`src/rtl/addr_gen_arbiter.sv`:
```
// Round-robin arbiter that shares one address_generator between the PCI target
// side (0) and the local DMA side (1): validates the command, launches, waits, completes.
module addr_gen_arbiter #(
    parameter int AW      = 4,
    parameter int CW      = 4,
    parameter int TIMEOUT = 16
) (
    input  logic          clk,
    input  logic          rst,
    input  logic          req0,
    input  logic          req1,
    input  logic [CW-1:0] cmd0,
    input  logic [CW-1:0] cmd1,
    input  logic [AW-1:0] addr0,
    input  logic [AW-1:0] addr1,
    input  logic [1:0]    mode0,
    input  logic [1:0]    mode1,
    output logic          gnt0,
    output logic          gnt1,
    output logic          cmpl0,
    output logic          cmpl1,
    output logic          rej0,
    output logic          rej1,
    output logic          err,
    output logic [CW-1:0] ag_cmd,
    output logic [AW-1:0] ag_local_address,
    output logic [1:0]    ag_mode,
    output logic          ag_en,
    input  logic          ag_done
);

    localparam int TW = $clog2(TIMEOUT + 1);
    localparam logic [TW-1:0] TCNT_LAST = TW'(TIMEOUT - 1);

    typedef enum logic [1:0] {
        IDLE   = 2'd0,
        LAUNCH = 2'd1,
        BUSY   = 2'd2,
        DONE   = 2'd3
    } state_t;

    state_t        state, state_nxt;
    logic          ptr, ptr_nxt;
    logic          owner, owner_nxt;
    logic [TW-1:0] tcnt, tcnt_nxt;

    logic          gnt0_nxt, gnt1_nxt;
    logic          cmpl0_nxt, cmpl1_nxt;
    logic          rej0_nxt, rej1_nxt;
    logic          err_nxt;
    logic          ag_en_nxt;
    logic [CW-1:0] ag_cmd_nxt;
    logic [AW-1:0] ag_local_address_nxt;
    logic [1:0]    ag_mode_nxt;

    logic          win;
    logic          win_req;
    logic [CW-1:0] win_cmd;
    logic [AW-1:0] win_addr;
    logic [1:0]    win_mode;

    // READ, WRITE, READ_MUL, READ_LINE and WRITE_INV are the only commands the generator handles.
    function automatic logic cmd_valid(input logic [CW-1:0] c);
        logic v;
        case (c)
            CW'(4'b0110),
            CW'(4'b0111),
            CW'(4'b1100),
            CW'(4'b1110),
            CW'(4'b1111): v = 1'b1;
            default:      v = 1'b0;
        endcase
        return v;
    endfunction

    // A lone requester wins outright; on contention the round-robin pointer decides.
    assign win_req  = req0 | req1;
    assign win      = (req0 & req1) ? ptr : req1;
    assign win_cmd  = win ? cmd1  : cmd0;
    assign win_addr = win ? addr1 : addr0;
    assign win_mode = win ? mode1 : mode0;

    always_comb begin
        state_nxt            = state;
        ptr_nxt              = ptr;
        owner_nxt            = owner;
        tcnt_nxt             = tcnt;
        gnt0_nxt             = gnt0;
        gnt1_nxt             = gnt1;
        cmpl0_nxt            = 1'b0;
        cmpl1_nxt            = 1'b0;
        rej0_nxt             = 1'b0;
        rej1_nxt             = 1'b0;
        err_nxt              = 1'b0;
        ag_en_nxt            = 1'b0;
        ag_cmd_nxt           = ag_cmd;
        ag_local_address_nxt = ag_local_address;
        ag_mode_nxt          = ag_mode;

        case (state)
            IDLE: begin
                // The cycle carrying a reject pulse is skipped so the rejected side can withdraw.
                if (win_req && !(rej0 || rej1)) begin
                    if (cmd_valid(win_cmd)) begin
                        owner_nxt            = win;
                        gnt0_nxt             = ~win;
                        gnt1_nxt             = win;
                        ag_en_nxt            = 1'b1;
                        ag_cmd_nxt           = win_cmd;
                        ag_local_address_nxt = win_addr;
                        ag_mode_nxt          = win_mode;
                        state_nxt            = LAUNCH;
                    end else begin
                        rej0_nxt = ~win;
                        rej1_nxt = win;
                        ptr_nxt  = ~win;
                    end
                end
            end
            LAUNCH: begin
                tcnt_nxt  = '0;
                state_nxt = BUSY;
            end
            BUSY: begin
                if (ag_done) begin
                    cmpl0_nxt = ~owner;
                    cmpl1_nxt = owner;
                    state_nxt = DONE;
                end else if (tcnt == TCNT_LAST) begin
                    cmpl0_nxt = ~owner;
                    cmpl1_nxt = owner;
                    err_nxt   = 1'b1;
                    state_nxt = DONE;
                end else begin
                    tcnt_nxt = tcnt + TW'(1);
                end
            end
            DONE: begin
                gnt0_nxt  = 1'b0;
                gnt1_nxt  = 1'b0;
                ptr_nxt   = ~owner;
                state_nxt = IDLE;
            end
            default: state_nxt = IDLE;
        endcase
    end

    // All outputs are registered; reset clears everything and abandons any transaction.
    always_ff @(posedge clk) begin
        if (!rst) begin
            state            <= IDLE;
            ptr              <= 1'b0;
            owner            <= 1'b0;
            tcnt             <= '0;
            gnt0             <= 1'b0;
            gnt1             <= 1'b0;
            cmpl0            <= 1'b0;
            cmpl1            <= 1'b0;
            rej0             <= 1'b0;
            rej1             <= 1'b0;
            err              <= 1'b0;
            ag_en            <= 1'b0;
            ag_cmd           <= '0;
            ag_local_address <= '0;
            ag_mode          <= '0;
        end else begin
            state            <= state_nxt;
            ptr              <= ptr_nxt;
            owner            <= owner_nxt;
            tcnt             <= tcnt_nxt;
            gnt0             <= gnt0_nxt;
            gnt1             <= gnt1_nxt;
            cmpl0            <= cmpl0_nxt;
            cmpl1            <= cmpl1_nxt;
            rej0             <= rej0_nxt;
            rej1             <= rej1_nxt;
            err              <= err_nxt;
            ag_en            <= ag_en_nxt;
            ag_cmd           <= ag_cmd_nxt;
            ag_local_address <= ag_local_address_nxt;
            ag_mode          <= ag_mode_nxt;
        end
    end

endmodule

```
`config.mk`:
```
export PLATFORM = sky130hd
export DESIGN_NAME = addr_gen_arbiter
export DESIGN_NICKNAME = d
export VERILOG_FILES = /design/src/rtl/addr_gen_arbiter.sv
export SDC_FILE = /design/constraint.sdc
export NUM_CORES = 1
export LEC_CHECK = 0
export ABC_CLOCK_PERIOD_IN_PS = 2150
export CORE_ASPECT_RATIO = 1.5
export CORE_UTILIZATION = 48
export CTS_BUF_LIST = sky130_fd_sc_hd__clkbuf_4
export CTS_CLUSTER_SIZE = 14
export DETAILED_ROUTE_END_ITERATION = 7
export HOLD_SLACK_MARGIN = 0.03
export PLACE_DENSITY = 0.79
export RECOVER_POWER = 50
export SYNTH_ARGS = -nofsm -noshare
export SYNTH_HDL_FRONTEND = slang
export SYNTH_SLANG_ARGS = --single-unit
```
`constraint.sdc`:
```
create_clock -name clk -period 2.15 [get_ports clk]
set_input_delay 0.3225 -clock clk [delete_from_list [all_inputs] [get_ports clk]]
set_output_delay 0.3225 -clock clk [all_outputs]
set_load 0.02 [all_outputs]
```
==> flow_summary.ini <==
[status]
outcome = complete, no violations

[drt]
average_wire_per_standard_cell_um = 14.66
antenna_violating_nets_post_route = 0
firstDrtPassIters = 4
totalWireLength_um = 3402
drt-initial-drc-count = 24
detail_route.vias_per_cell = 5.681
drc = 0
via_count = 1318

[sta]
period_minus_slack_ns = 1.924
max_slew.worst_pin.slew_ns = 0.4210
maxSlewViolCount = 0
setup_repair_after_global_routing_missed_its_margin = no
worst_clock_skew_ns = 0.005370
finalHoldViolCount = 0
fin_crit_sh_pct = 89.49
timing.setup.tns_ns = 0
slew-limit-headroom_pct = 71.93
timing.final.ws_setup_ns = 0.2259
fmaxAchievable_ghz = 0.5197
timing.final.setup_violations = 0

[synth]
postSynthAreaPerCell_sq_um = 9.173
yosys_warnings = 0
synth_edf_count = 0
synth.lib_cells_used.distinct = 36
ys_dominant_reg_cell = sky130_fd_sc_hd__dfxtp_1
synth.ff_latch_count = 27
post_synth_inst_count = 151
synth.cell_area_sq_um = 1385
synth_nets = 182
async_flop_share_pct = 0
synth_sequential_area_ratio_pct = 39.02

[global_routing]
grt_pass1_wl_um = 5375
antenna_found_initial = 0
overall_routing_resource_usage_pct = 23.85
first_global_vias = 1278
globalRoute.totalOverflow = 0
largest_net_degree_at_the_start_of_global_routing = 18

[layout]
n_antenna_cell = 0
final.fill_count = 250
areaGrowthSynthToFinish_pct = 36.95
instances_no_fill = 232
post_route_cells_drive_above_1_share_pct = 9.231
fin_nets = 227

[cts]
cts_buf_count = 3
clock_latency_ns = 0.33
cts_max_path_buffers = 2
cts_hold_repair.buffers = 0
clock_transition_at_path_regs_ns = 0.14
htree_levels = 1
clock_sink_count = 27
cts_post_setup_buffers_inserted = 0
post_cts.resized_instances = 0
tritoncts = yes
cts-root-buf = sky130_fd_sc_hd__clkbuf_4

[worst_hold_path]
whs_path_depth = 2
worstHoldPathType = reg2reg
min_delay_worst_endpoint = cmpl1
hp-start = owner

[critical_path]
cp_cell_sequence = ha_1, and3_1, ha_1, or3b_2, nand3_1, o21ai_0, and2_1
critPathCaptureType = register
biggest_fanout_along_the_worst_timing_path = 5
top_cell_by_count_worst_path = sky130_fd_sc_hd__ha_1
rrSetupSlack_ns = 0.23
reg2reg_depth = 7
start_kind = register
cp_slowest_cell = sky130_fd_sc_hd__or3b_2
critical_path.reg2reg.endpoint = tcnt[4]
critical_path_arrival_ns = 2.16
r2r_startpoint = tcnt[0]
timing_worst_setup_path_type = reg2reg
critical_path.max_stage_delay_ns = 0.54
cp_data_required_time_ns = 2.39

[floorplan]
floorplan.die.height_um = 67.79
initial_core_util_pct = 51.20
die_width_um = 45.86
placeableCoreArea_sq_um = 2705
top_level_ports = 43
fp-row-count = 23
design.die.area_sq_um = 3109

[power_and_ir_drop]
power_density_nw_per_um2 = 784.9
irDropWorstVdd_v = 0.0003944
power.total_mw = 1.489
total_leakage_power_nw = 0.8416

[placed_design]
number_of_port_buffers = 42
dp_worst_setup_slack_ns = 0.09513
detailedPlacementHpwl_um = 2635
numPlacedInstances = 228
gp_congestion = 0.8593

[job]
maxCapViolations = 0
[worst max-delay path: cells and delay by family (launching register included)]
kind            cells  cell delay, ns
simple gates        4            0.97
flops               1            0.36
compound gates      1            0.07
fa+ha+maj           2            0.43
[per-stage QoR]
step	util [%]	instance area [sq um]	hold slack, ns
after floorplan	-	1385	0.4262
after global placement	69.10	1869	0.4401
after detailed placement	69.10	1869	0.4646
after CTS	70.12	1897	0.4844
after global routing	70.12	1897	0.5171
final	70.12	1897	0.4822
[cell usage after synthesis, types with 2 or more instances]
cell / number / area share, %
sky130_fd_sc_hd__xor2_1: 2 / 1.3
sky130_fd_sc_hd__nand4_1: 4 / 1.8
sky130_fd_sc_hd__clkbuf_1: 9 / 2.4
sky130_fd_sc_hd__dfxtp_1: 27 / 39
sky130_fd_sc_hd__nand2_1: 10 / 2.7
sky130_fd_sc_hd__o2111ai_1: 10 / 6.3
sky130_fd_sc_hd__inv_1: 5 / 1.4
sky130_fd_sc_hd__nand3_1: 14 / 5.1
sky130_fd_sc_hd__mux2i_1: 2 / 1.4
sky130_fd_sc_hd__nor2_1: 6 / 1.6
sky130_fd_sc_hd__and2_1: 3 / 1.4
sky130_fd_sc_hd__nor2b_1: 3 / 1.4
sky130_fd_sc_hd__o21ai_0: 16 / 5.8
sky130_fd_sc_hd__o211ai_1: 2 / 1.1
sky130_fd_sc_hd__o221a_2: 2 / 1.6
sky130_fd_sc_hd__o211a_1: 9 / 6.5
sky130_fd_sc_hd__and4_1: 2 / 1.3
sky130_fd_sc_hd__nand2b_1: 2 / 0.90
sky130_fd_sc_hd__ha_1: 6 / 5.4
[placed cells by master, fill, tap and decap left out, drive strengths merged, types with 4 or more instances in the layout]
| master | count |
|---|---|
| dlygate4sd3 | 16 |
| buf | 9 |
| nand4 | 4 |
| nand2 | 10 |
| o2111ai | 10 |
| nor2 | 6 |
| o211a | 9 |
| inv | 6 |
| o21ai | 16 |
| clkdlybuf4s50 | 26 |
| dfxtp | 27 |
| nand3 | 14 |
| ha | 6 |
[metal layers]
| metal | track usage (%) | vias up | routed length (um) |
|---|---|---|---|
| li1 | - | 657 | - |
| met1 | 25.58 | 614 | 1434 |
| met2 | 42.78 | 42 | 1778 |
| met3 | 4.813 | 5 | 140 |
| met4 | 11.03 | 0 | 48 |
| met5 | 0 | - | 0 |
[final cells by class]
cell class / count / area [sq um] / share of cell area (%)
multi-input combinational: 107 / 772.0 / 40.70
timing repair buffer: 51 / 488.0 / 25.73
sequential: 27 / 540.5 / 28.50
tap: 37 / 46.29 / 2.441
clock inverter: 1 / 5.005 / 0.2639
inverter: 6 / 22.52 / 1.187
clock buffer: 3 / 22.52 / 1.187
[state kept, by name (all words and copies together) (netlist names)]
| register | cells |
|---|---|
| tcnt | 5 |
| ag_cmd | 4 |
| ag_local_address | 4 |
| ag_mode | 2 |
| state | 2 |
| ag_en | 1 |
| cmpl0 | 1 |
| cmpl1 | 1 |
| err | 1 |
| gnt0 | 1 |
| gnt1 | 1 |
| owner | 1 |
| ptr | 1 |
| rej0 | 1 |
| rej1 | 1 |
[logic make-up after synthesis]
| kind of cell | count (synthesis) | share of synthesized area [%] |
|---|---|---|
| mux | 2 | 1.445 |
| simple gates | 50 | 20.51 |
| flops | 27 | 39.02 |
| xor+xnor | 2 | 1.265 |
| compound gates | 47 | 27.10 |
| fa+ha+maj | 6 | 5.420 |
| buf+inv | 17 | 5.239 |
[power by group]
| part | total [mW] | internal (mW) | switching, mW |
|---|---|---|---|
| clock network | 0.219 | 0.0698 | 0.149 |
| registers | 0.625 | 0.575 | 0.0502 |
| logic | 0.644 | 0.301 | 0.344 |
| total | 1.49 | 0.946 | 0.543 |
[worst max path at each step]
stage                  from       end  slack, ns  depth (start not counted)
floorplan           tcnt[0]   tcnt[0]       0.36                          7
global placement    cmd0[3]  state[0]       0.16                          5
detailed placement  cmd0[3]  state[0]        0.1                          5
CTS                 tcnt[0]   tcnt[4]       0.22                          7
global route        tcnt[0]   tcnt[4]       0.14                          7
finish              tcnt[0]   tcnt[4]       0.23                          7
Note: power is estimated with default switching activity, not from simulation.
